--- config.mk ---
export PLATFORM = sky130hd
export DESIGN_NAME = uart_rx_fifo
export DESIGN_NICKNAME = d
export VERILOG_FILES = /design/src/rtl/uart_rx_fifo.sv
export SDC_FILE = /design/constraint.sdc
export NUM_CORES = 1
export LEC_CHECK = 0
export BUFFER_PORTS_ARGS = -buffer_cell sky130_fd_sc_hd__buf_2
export CAP_MARGIN = 20
export CORE_MARGIN = 2
export CORE_UTILIZATION = 40
export CTS_CLUSTER_SIZE = 25
export DETAILED_ROUTE_END_ITERATION = 7
export GPL_TIMING_DRIVEN = 0
export PLACE_DENSITY_LB_ADDON = 0.25
export SLEW_MARGIN = 15
export SYNTH_ARGS = -nofsm -noshare
export SYNTH_HDL_FRONTEND = slang
export SYNTH_SLANG_ARGS = --single-unit
--- constraint.sdc ---
create_clock -name clk -period 3.5 [get_ports clk]
set_input_delay 0.525 -clock clk [delete_from_list [all_inputs] [get_ports clk]]
set_output_delay 0.525 -clock clk [all_outputs]
set_load 0.01 [all_outputs]
--- src/rtl/uart_rx_fifo.sv ---
// 8N1 UART receiver with a receive FIFO and level interrupt, attached as a
// slave on the picorv32 native memory bus.
module uart_rx_fifo #(
    parameter int DEPTH       = 8,
    parameter int DEFAULT_DIV = 104
) (
    input  logic        clk,
    input  logic        reset,
    input  logic        valid,
    output logic        ready,
    input  logic [3:0]  wstrb,
    input  logic [31:0] addr,
    input  logic [31:0] wdata,
    output logic [31:0] rdata,
    input  logic        rx,
    output logic        irq
);
    localparam int AW = $clog2(DEPTH);

    typedef enum logic [1:0] {IDLE, START, DATA, STOP} state_t;

    state_t      state, state_n;
    logic        rx_s1, rx_s2;
    logic [15:0] cnt, cnt_n, div, div_wr;
    logic [2:0]  bit_idx, bit_idx_n;
    logic [7:0]  shreg, shreg_n;
    logic        push, ferr_set;

    logic [7:0]    mem [DEPTH];
    logic [AW-1:0] wp, rp;
    logic [8:0]    count;
    logic          overrun, frame_err, irq_en;

    logic        acc, is_rd, wr, pop, full, not_empty, push_ok;
    logic [1:0]  sel;
    logic [31:0] rd_mux;
    logic        unused;

    assign acc       = valid & ~ready;
    assign sel       = addr[3:2];
    assign is_rd     = (wstrb == 4'b0000);
    assign wr        = acc & ~is_rd;
    assign not_empty = (count != 9'd0);
    assign full      = (count == 9'(DEPTH));
    assign pop       = acc & is_rd & (sel == 2'd0) & not_empty;
    // A pop in the same cycle frees the slot, so a push into a full FIFO still lands.
    assign push_ok   = push & (~full | pop);
    assign unused    = ^{addr[31:4], addr[1:0], wdata[31:16], count[8]};

    // ---- rx synchronizer
    always_ff @(posedge clk) begin
        if (reset) begin
            rx_s1 <= 1'b1;
            rx_s2 <= 1'b1;
        end else begin
            rx_s1 <= rx;
            rx_s2 <= rx_s1;
        end
    end

    // ---- receiver FSM
    always_comb begin
        state_n   = state;
        cnt_n     = cnt;
        bit_idx_n = bit_idx;
        shreg_n   = shreg;
        push      = 1'b0;
        ferr_set  = 1'b0;
        case (state)
            IDLE: begin
                if (!rx_s2) begin
                    cnt_n   = div >> 1;
                    state_n = START;
                end
            end
            START: begin
                if (cnt == 16'd0) begin
                    if (!rx_s2) begin
                        cnt_n     = div - 16'd1;
                        bit_idx_n = 3'd0;
                        state_n   = DATA;
                    end else begin
                        state_n = IDLE;
                    end
                end else begin
                    cnt_n = cnt - 16'd1;
                end
            end
            DATA: begin
                if (cnt == 16'd0) begin
                    shreg_n   = {rx_s2, shreg[7:1]};
                    cnt_n     = div - 16'd1;
                    bit_idx_n = bit_idx + 3'd1;
                    if (bit_idx == 3'd7)
                        state_n = STOP;
                end else begin
                    cnt_n = cnt - 16'd1;
                end
            end
            STOP: begin
                if (cnt == 16'd0) begin
                    state_n  = IDLE;
                    push     = rx_s2;
                    ferr_set = ~rx_s2;
                end else begin
                    cnt_n = cnt - 16'd1;
                end
            end
            default: state_n = IDLE;
        endcase
    end

    always_ff @(posedge clk) begin
        if (reset) begin
            state   <= IDLE;
            cnt     <= '0;
            bit_idx <= '0;
        end else begin
            state   <= state_n;
            cnt     <= cnt_n;
            bit_idx <= bit_idx_n;
        end
    end

    always_ff @(posedge clk) shreg <= shreg_n;

    // ---- receive FIFO
    always_ff @(posedge clk) begin
        if (push_ok)
            mem[wp] <= shreg;
    end

    always_ff @(posedge clk) begin
        if (reset) begin
            wp    <= '0;
            rp    <= '0;
            count <= '0;
        end else begin
            if (push_ok)
                wp <= wp + 1'b1;
            if (pop)
                rp <= rp + 1'b1;
            if (push_ok && !pop)
                count <= count + 9'd1;
            else if (pop && !push_ok)
                count <= count - 9'd1;
        end
    end

    // ---- bus registers
    always_comb begin
        div_wr = div;
        if (wstrb[0])
            div_wr[7:0] = wdata[7:0];
        if (wstrb[1])
            div_wr[15:8] = wdata[15:8];
        if (div_wr < 16'd4)
            div_wr = 16'd4;
    end

    always_comb begin
        rd_mux = '0;
        case (sel)
            2'd0:    if (not_empty) rd_mux = {23'b0, 1'b1, mem[rp]};
            2'd1:    rd_mux = {16'b0, count[7:0], 4'b0, frame_err, overrun, full, not_empty};
            2'd2:    rd_mux = {16'b0, div};
            default: rd_mux = {31'b0, irq_en};
        endcase
    end

    always_ff @(posedge clk) begin
        if (reset) begin
            div       <= 16'(DEFAULT_DIV);
            irq_en    <= 1'b0;
            overrun   <= 1'b0;
            frame_err <= 1'b0;
            irq       <= 1'b0;
            ready     <= 1'b0;
            rdata     <= '0;
        end else begin
            if (wr && sel == 2'd2 && (wstrb[1:0] != 2'b00))
                div <= div_wr;
            if (wr && sel == 2'd3 && wstrb[0])
                irq_en <= wdata[0];
            overrun   <= (overrun & ~(wr && sel == 2'd1 && wstrb[0] && wdata[2]))
                         | (push & ~push_ok);
            frame_err <= (frame_err & ~(wr && sel == 2'd1 && wstrb[0] && wdata[3]))
                         | ferr_set;
            irq       <= irq_en & (not_empty | overrun | frame_err);
            ready     <= acc;
            rdata     <= (acc && is_rd) ? rd_mux : 32'd0;
        end
    end
endmodule

==> impl_metrics.py <==
metrics = {
    "sta": {
        "hold_viol_final": 0,
        "whs_ns": 0.302,
        "slew_headroom_pct": 38.7,
        "tightest_slew_ns": 0.917,
        "rsz0062_at_grt": "true",
        "period_minus_slack_ns": 3.40,
        "skew_ns": 0.00834,
        "finalMaxSlewViolations": 0,
        "setup_viol": 0,
        "fin_tns_setup_ns": 0,
        "fmax_ghz": 0.294,
        "min_period_over_period_pct": 97.1,
    },
    "clock_network": {
        "clock_sinks": 150,
        "clockBufferDepth": 2,
        "cts.clk_slew.worst_paths_ns": 0.06,
        "clk_latency_ns": 0.43,
        "cts_tree": "yes",
        "cts_max_level": 4,
        "numCtsBuffers": 17,
        "root_buffer": "clkbuf_16",
    },
    "synth": {
        "syn_area_um2": 7340,
        "synth.yosys.seq_area_share_pct": 50.7,
        "yosysMostFrequentCell": "dfxtp_1",
        "synth_seq_cells": 150,
        "synth_area_leaders": "edfxtp_1 29%, dfxtp_1 21%, mux4_2 4.9%, mux2i_1 3.7%, nor2_1 3.5%",
        "netlist_instances": 680,
        "ys_warn_count": 0,
        "yosysTopAreaCellShare_pct": 29.4,
        "synth_common_cells": "78 x dfxtp_1, 72 x edfxtp_1, 69 x nor2_1, 41 x nand2_1, 34 x a21oi_1",
        "synth_top_area_cell": "edfxtp_1",
        "synth_edf_count": 72,
        "ys.flop_type": "dfxtp_1",
        "async_flop_share_pct": 0,
        "syn_avg_cell_area_um2": 10.8,
        "ys_types": 68,
    },
    "layout": {
        "drive_gt1_share_pct": 22.6,
        "num_antenna_cells": 0,
        "synthToLayoutAreaGrowth_pct": 19.2,
        "final_nets": 855,
        "n_fill_cell": 1601,
    },
    "floorplan": {
        "num_rows": 49,
        "ioPinCount": 106,
        "core_um2": 18000,
        "initial_utilization_pct": 40.9,
        "die-area_um2": 19500,
        "die_w_um": 140,
        "die_h_um": 140,
    },
    "grt": {
        "grt_pass1_wl_um": 29900,
        "overflow": 0,
        "grt_usage_pct": 19.8,
        "grt_start_max_net_pins": 17,
        "antenna_found_initial": 0,
        "grt_pass1_vias": 5642,
    },
    "power": {
        "power_density_nw_per_um2": 548,
        "switching_power_uw": 1540,
        "p_comb_share_pct": 23.6,
        "p_int_uw": 3250,
        "leakagePower_uw": 0.00323,
        "p_seq_share_pct": 40.2,
        "switching_share_pct": 32.2,
        "ir_drop_mv": 0.482,
        "p_clk_share_pct": 36.2,
    },
    "status": {
        "status": "complete, no violations",
    },
    "drt": {
        "routed_wl_um": 18700,
        "vias": 5619,
        "firstDrtPassIters": 5,
        "drt_iter0_markers": 341,
        "drc_errors": 0,
        "vias_per_cell": 5.60,
        "wire_per_inst_um": 18.6,
        "ant_nets": 0,
    },
    "worst_setup_path": {
        "worstPathArrival_ns": 3.75,
        "end_kind": "register",
        "startpoint_type": "register",
        "worstSetupPathType": "reg -> reg",
        "cp.required_ns": 3.85,
        "path_max_fanout": 6,
    },
    "flow_run": {
        "cap_viol_max_count": 0,
    },
    "placement": {
        "portBuffers": 41,
        "gp_congestion": 0.909,
        "place_hpwl_um": 13300,
    },
    "worst_hold_path": {
        "worstHoldPathType": "in -> reg",
    },
}
critical path, stage by stage, from the launching register on:
cell and delay (ns):
dfxtp_4 0.36, or4_4 0.56, nor3_4 0.23, nor4_4 0.07, o2111a_1 0.26, buf_6 0.13, ha_4 0.18, fa_2 0.36
nand2b_4 0.16, a21oi_4 0.13, nor3_2 0.06, or4_4 0.53, a21o_1 0.19, a21oi_1 0.10
worst paths after layout:
path | end | slack [ns] | from | cells past startpoint
setup / recovery | count[8] | 0.10 | count[0] | 13
setup reg to reg | count[8] | 0.10 | count[0] | 13
hold reg to reg | rx_s2 | 0.42 | rx_s1 | 1
hold / removal | rx_s1 | 0.30 | rx | 2
registers in the layout, indices dropped and copies added, names as in the netlist, named ones only:
name	cells
irq	1
rx_s1	1
bit_idx	3
mem	64
wp	3
rp	3
ready	1
overrun	1
rdata	16
cnt	16
irq_en	1
count	9
shreg	8
frame_err	1
state	1
rx_s2	1
div	16
routing by layer:
layer	global-route usage (%)	wire [um]
met5	0	0
met4	8.03	504
met3	5.61	1250
met2	32.3	8840
met1	24.7	8060
final cells by class:
type	instances	area [um2]	share of cell area [%]
tap	229	287	3.27
clock inverter	14	146	1.67
inverter	23	91.3	1.04
sequential	150	3730	42.6
multi-input combinational	461	3490	39.8
buffer	60	318	3.63
timing repair buffer	49	265	3.03
clock buffer	18	429	4.90
power by group through the flow:
stage                     Combinational [uW]  Clock (uW)  Sequential, uW
final                                   1130        1740            1930
after global routing                    1230        1850            1930
after CTS                               1090        1770            1920
after detailed placement                1080           0            1960
after global placement                  1070           0            1950
after floorplan                          809           0            1940
logic make-up after synthesis:
kind of cell    count (synthesis)  synth area share [%]
compound gates                122                  11.5
buf+inv                        84                  5.45
mux                            49                  9.51
other cells                     1                0.0511
fa+ha+maj                      21                  3.68
xor+xnor                       33                  3.94
simple gates                  220                  15.1
flops                         150                  50.7
metrics by stage:
| step | instance area [um2] | power [uW] | utilization, % | instances | setup slack (ns) |
|---|---|---|---|---|---|
| 5_1_grt | 8750 | 5020 | 48.7 | 1004 | -0.0132 |
| 2_1_floorplan | 7490 | 2750 | - | 695 | 0.00817 |
| 6_report | 8750 | 4790 | 48.7 | 1004 | 0.102 |
| 3_5_place_dp | 8020 | 3030 | 44.6 | 966 | -0.688 |
| 3_3_place_gp | 7980 | 3020 | 44.4 | 965 | -0.593 |
| 4_1_cts | 8650 | 4780 | 48.2 | 999 | 0.00808 |
cells in the final DEF (no fill, tap or decap), types with 5 or more instances in the layout:
| cell type | synthesis | routed |
|---|---|---|
| a21o_1 | 6 | 6 |
| a21oi_1 | 34 | 32 |
| a22oi_1 | 14 | 14 |
| buf_2 | 8 | 48 |
| buf_4 | 16 | 24 |
| clkbuf_1 | 31 | 30 |
| clkbuf_16 | 0 | 17 |
| clkinv_4 | 0 | 6 |
| conb_1 | 1 | 16 |
| dfxtp_1 | 78 | 75 |
| edfxtp_1 | 72 | 72 |
| ha_1 | 20 | 15 |
| ha_4 | 0 | 5 |
| inv_1 | 23 | 22 |
| mux2_2 | 6 | 6 |
| mux2i_1 | 27 | 27 |
| mux4_2 | 16 | 16 |
| nand2_1 | 41 | 41 |
| nand3_1 | 15 | 15 |
| nand4_1 | 7 | 7 |
| nor2_1 | 69 | 69 |
| nor3_1 | 21 | 17 |
| nor4_1 | 20 | 17 |
| o211ai_1 | 6 | 6 |
| o21ai_0 | 12 | 11 |
| o221ai_1 | 6 | 6 |
| o22ai_1 | 5 | 5 |
| or2_2 | 5 | 5 |
| or4_1 | 8 | 5 |
| xnor2_1 | 18 | 18 |
| xor2_1 | 15 | 15 |
what timing repair did:
action / 4_1_cts / 5_1_grt
hold buffers: 0 / 0
endpoints found under the setup margin: 4 / 2
resized for setup: 12 / 15
endpoints found under the hold margin: 0 / 0
pin swaps: 2 / 12
setup buffers: 2 / 5
Note: power is estimated with default switching activity, not from simulation.
